**config.mk**
```make
export PLATFORM = sky130hd
export DESIGN_NAME = fifo_stream_drain
export DESIGN_NICKNAME = d
export VERILOG_FILES = /design/src/rtl/fifo_stream_drain.sv
export SDC_FILE = /design/constraint.sdc
export NUM_CORES = 1
export LEC_CHECK = 0
export BUFFER_PORTS_ARGS = -buffer_cell sky130_fd_sc_hd__buf_2
export CORE_MARGIN = 2
export CORE_UTILIZATION = 25
export CTS_CLUSTER_SIZE = 16
export DETAILED_ROUTE_END_ITERATION = 16
export GPL_TIMING_DRIVEN = 0
export HOLD_SLACK_MARGIN = 0.03
export PLACE_DENSITY_LB_ADDON = 0.2
export SLEW_MARGIN = 20
export SYNTH_ARGS = -nofsm -noshare
export SYNTH_HDL_FRONTEND = slang
export SYNTH_SLANG_ARGS = --single-unit
```
**constraint.sdc**
```tcl
create_clock -name clk -period 2.9 [get_ports clk]
set_clock_uncertainty 0.15 [all_clocks]
set_input_delay 0.29 -clock clk [delete_from_list [all_inputs] [get_ports clk]]
set_output_delay 0.29 -clock clk [all_outputs]
set_load 0.03 [all_outputs]
```
**src/rtl/fifo_stream_drain.sv**
```systemverilog
// Read-side drain: turns FIFO rd_en/registered data into a valid/ready stream.
// Optional transfer counter enabled by defining DRAIN_CNT_EN.
module fifo_stream_drain #(
   parameter int DATA_WIDTH = 16
`ifdef DRAIN_CNT_EN
   ,
   parameter int CNT_WIDTH = 16
`endif
) (
   input  logic                  clk,
   input  logic                  rst_n,
   input  logic                  enable,
   input  logic                  fifo_empty,
   input  logic [DATA_WIDTH-1:0] fifo_data_out,
   input  logic                  fifo_underflow,
   output logic                  fifo_rd_en,
   output logic                  m_valid,
   output logic [DATA_WIDTH-1:0] m_data,
   input  logic                  m_ready,
   input  logic                  clr_err,
   output logic                  err_underflow
`ifdef DRAIN_CNT_EN
   ,
   output logic [CNT_WIDTH-1:0]  xfer_count
`endif
);

   logic [1:0]            occ_q;
   logic [1:0]            occ_d;
   logic                  inflight_q;
   logic                  head_q;
   logic                  tail_q;
   logic                  err_q;
   logic                  err_d;
   logic [DATA_WIDTH-1:0] mem_q [2];
   logic                  pop;
   logic [2:0]            slots;

   assign m_valid = (occ_q != 2'd0);
   assign m_data  = mem_q[head_q];
   assign pop     = m_valid & m_ready;

   // Words owned after this edge: buffered plus in flight, minus the one leaving.
   assign slots = {1'b0, occ_q} + {2'b00, inflight_q} - {2'b00, pop};
   assign occ_d = slots[1:0];

   assign fifo_rd_en = rst_n & enable & ~fifo_empty & (slots < 3'd2);

   assign err_d         = fifo_underflow | (err_q & ~clr_err);
   assign err_underflow = err_q;

   always_ff @(posedge clk or negedge rst_n) begin
      if (!rst_n) begin
         occ_q      <= 2'd0;
         inflight_q <= 1'b0;
         head_q     <= 1'b0;
         tail_q     <= 1'b0;
         err_q      <= 1'b0;
         mem_q[0]   <= '0;
         mem_q[1]   <= '0;
      end else begin
         occ_q      <= occ_d;
         inflight_q <= fifo_rd_en;
         err_q      <= err_d;
         if (inflight_q) begin
            mem_q[tail_q] <= fifo_data_out;
            tail_q        <= ~tail_q;
         end
         if (pop) begin
            head_q <= ~head_q;
         end
      end
   end

`ifdef DRAIN_CNT_EN
   logic [CNT_WIDTH-1:0] cnt_q;

   assign xfer_count = cnt_q;

   always_ff @(posedge clk or negedge rst_n) begin
      if (!rst_n) begin
         cnt_q <= '0;
      end else if (pop) begin
         cnt_q <= cnt_q + 1'b1;
      end
   end
`endif

endmodule

```
==> metrics.md <==
| Metric | Value |
|---|---|
| Post-route cell area | 2225 µm² |
| Reg2reg setup slack | about 0.67 ns |
| Port-buffer cells | just over 40 |
| GRT Util Overall | 0.09696 |
| Residual DRC | 0 |
| Post-DP HPWL | 2.391 mm |
| Starting DRC count in detailed routing | 20 |
| I/O pin count | 42 |
| Grt ovf | 0 |
| H-tree depth | 2 |
| Clock Sinks | 38 |
| Max Slew Vio Count | 0 |
| Relative slew margins | 0.4143 |
| Pleak | between 0.001 and 0.0015 µW |
| Predominant post-synthesis flop cell | dfrtp_1 |
| Critical path class | reg2out |
| Hold depth | 2 |
| Final worst path period share | 0.9712 |
| Multi-input logic area | around 700 µm² |
| First-pass GRT wire length | between 5 and 6 mm |
| Minimum clock period | between 2 and 3 ns |
| Std-Cell Rows | 30 |
| WHS Endpoint | mem_q[2] |
| CTS tree | yes |
| Final nets | about 190 |
| Fmax | ~360 MHz |
| CP startpoint kind | flop |
| Register bit count reported by yosys | 38 |
| Post-synth EDFFs | 0 |
| Reg2reg end | inflight_q |
| Wirelength per Cell | 14.12 µm |
| RSZ-0062 raised after global routing | yes |
| Bufs on Longest Clock Path | 2 |
| Syn_area_per_cell | around 16 µm² |
| Area fraction of the dominant cell type after synthesis | 0.5543 |
| Critical R2R Launch | occ_q[0] |
| Final antenna-violating net count | 0 |
| Hold Path Class | in2reg |
| Starting Density | 0.2553 |
| R2R depth | 7 |
| Library cells used by synthesis | 19 |
| Root buf cell | clkbuf_8 |
| CP max FO | 2 |
| Max Cap Violations | 0 |
| Required time of the worst setup path | 2.46 ns |
| Filler cells | 679 |
| Largest net degree at the start of global routing | 40 |
| Hold Vio Cnt, Final | 0 |
| Area Overhead vs Synth | 29.69% |
| Full die area | ~7500 µm² |
| Total number of vias | 1035 |
| Sequential cell area | between 900 and 1000 µm² |
| Layout cells sized above 1 | 0.6402 |
| Maximum VDD drop | roughly 0.36 mV |
| CTS Buf Count | 5 |
| Top cells by count, synth | 38 x dfrtp_1, 33 x mux2_2, 10 x mux2_4 |
| Cell Area, Synth | between 1500 and 2000 µm² |
| Setup violations, final | 0 |
| Number of global-route vias before repair | 1152 |
| Worst skew pair latency | approximately 0.28 ns |
| Placed Instance Area | approximately 2000 µm² |
| Synth top area cells | dfrtp_1 55%, mux2_2 22%, mux2_4 8.8% |
| Avg Vias per Cell | between 4 and 5 |
| Pre-antenna DRT Iters | 4 |
| Synth warnings | 0 |
| Die width | between 80 and 90 µm |
| Die height | 86.84 µm |
| Setup TNS | 0 ns |
| Fraction of registers with async set/reset | 1.000 |
| Cell with the most instances after synthesis | dfrtp_1 |
| Post-synth top area cell | dfrtp_1 |
| Worst slew pin tran | 0.8786 ns |
| PwrDens | between 1000 and 1500 nW/µm² |
| Initial antenna violation count | 0 |
| GPL Wtd Cong | between 0.6 and 0.7 |
| WL final | about 3.4 mm |
| Status | finished clean |
| Core Region | around 6700 µm² |
| Critical Path End Type | output pin |
| Worst-path clk slew | roughly 0.070 ns |
| Syn Nets | about 140 |
| Ant. Diodes | 0 |
| Hold Startpoint | fifo_data_out[2] |
| WP data arrival | about 2.4 ns |
| Mapped Cells | ~110 |
| Sequential-to-total area share from yosys stat | 0.5543 |
==> cell usage in the layout, fill, tap and decap left out <==
cell type and instances:
buf_2 42, dfrtp_1 38, mux2_2 33, mux2_4 10, clkbuf_8 6, inv_1 5, mux2_1 5, buf_4 5
buf_6 2, xor2_1 2, bufinv_16 2, dlygate4sd3_1 2, o21a_1 1, or2_2 1, a21o_1 1, nand2_1 1
xnor2_1 1, nor4_2 1, nand2_2 1, nor2b_1 1, buf_12 1, fa_1 1, ha_1 1, ha_2 1
==> report_power, final <==
part	total (µW)	switching, µW	internal, µW	leakage (µW)
Combinational	1310	703	610	0.000522
Clock	557	190	367	0.0000714
Sequential	913	124	789	0.000459
==> repair_timing <==
item | in CTS | in global routing
pin swaps | 1 | 3
setup buffers | 2 | 2
hold buffers | 2 | 0
hold endpoints to repair | 39 | 0
resized for setup | 1 | 1
endpoints found under the setup margin | 1 | 1
==> stage by stage <==
step / power [µW] / setup slack (ns) / utilization / instances / hold slack (ns)
finish: 2784 / 0.08364 / 0.3311 / 244 / 0.08135
global route: 2947 / -0.03402 / 0.3311 / 244 / 0.07704
floorplan: 1896 / 0.2413 / - / 109 / -0.1556
global placement: 2170 / 0.3702 / 0.3017 / 230 / 0.2883
CTS: 2811 / 0.01175 / 0.3285 / 242 / 0.07304
detailed placement: 2224 / 0.2819 / 0.3017 / 230 / 0.3134
==> flip-flops by register name, summed over array words and instances (netlist names) <==
| name | count |
|---|---|
| mem_q | 32 |
| head_q | 1 |
| tail_q | 1 |
| inflight_q | 1 |
| occ_q | 2 |
| err_underflow | 1 |
==> layer usage <==
layer  share of wire  up-vias  GRT usage
met3           0.039        8    0.02381
met2            0.52       27     0.1596
li1                -      481          -
met4           0.026        0    0.05114
met5               0        -          0
met1            0.42      519     0.1166
==> worst max-delay path, stage by stage (launching register included) <==
cell,delay [ns]
dfrtp_1,0.38
o21a_1,0.20
ha_1,0.27
inv_1,0.04
ha_2,0.17
fa_1,0.50
nor4_2,0.31
buf_4,0.21
==> worst max-delay path by stage <==
stage / startpoint / to / slack [ns] / depth (start not counted)
after floorplan: occ_q[1] / fifo_rd_en / 0.24 / 6
after global placement: occ_q[1] / fifo_rd_en / 0.37 / 7
after detailed placement: occ_q[1] / fifo_rd_en / 0.28 / 7
after CTS: occ_q[0] / fifo_rd_en / 0.01 / 7
after global routing: occ_q[0] / fifo_rd_en / -0.03 / 7
final: occ_q[0] / fifo_rd_en / 0.08 / 7
==> cell families (layout without fill, tap and decap cells) <==
kind of cell | after synthesis | in the layout | share of synthesized area
compound gates | 2 | 2 | 0.008756
simple gates | 5 | 5 | 0.01678
fa+ha+maj | 3 | 3 | 0.02626
buf+inv | 10 | 65 | 0.04158
flops | 38 | 38 | 0.5543
mux | 48 | 48 | 0.3370
xor+xnor | 3 | 3 | 0.01532
==> cell type report <==
type / instances / area share
sequential: 38 / 0.4274
multi-input combinational: 61 / 0.3155
timing repair buffer: 47 / 0.1159
tap: 80 / 0.04499
clock buffer: 6 / 0.03712
clock inverter: 2 / 0.02700
buffer: 5 / 0.02362
inverter: 5 / 0.008436
No activity file was read; power rests on OpenSTA's default activity.
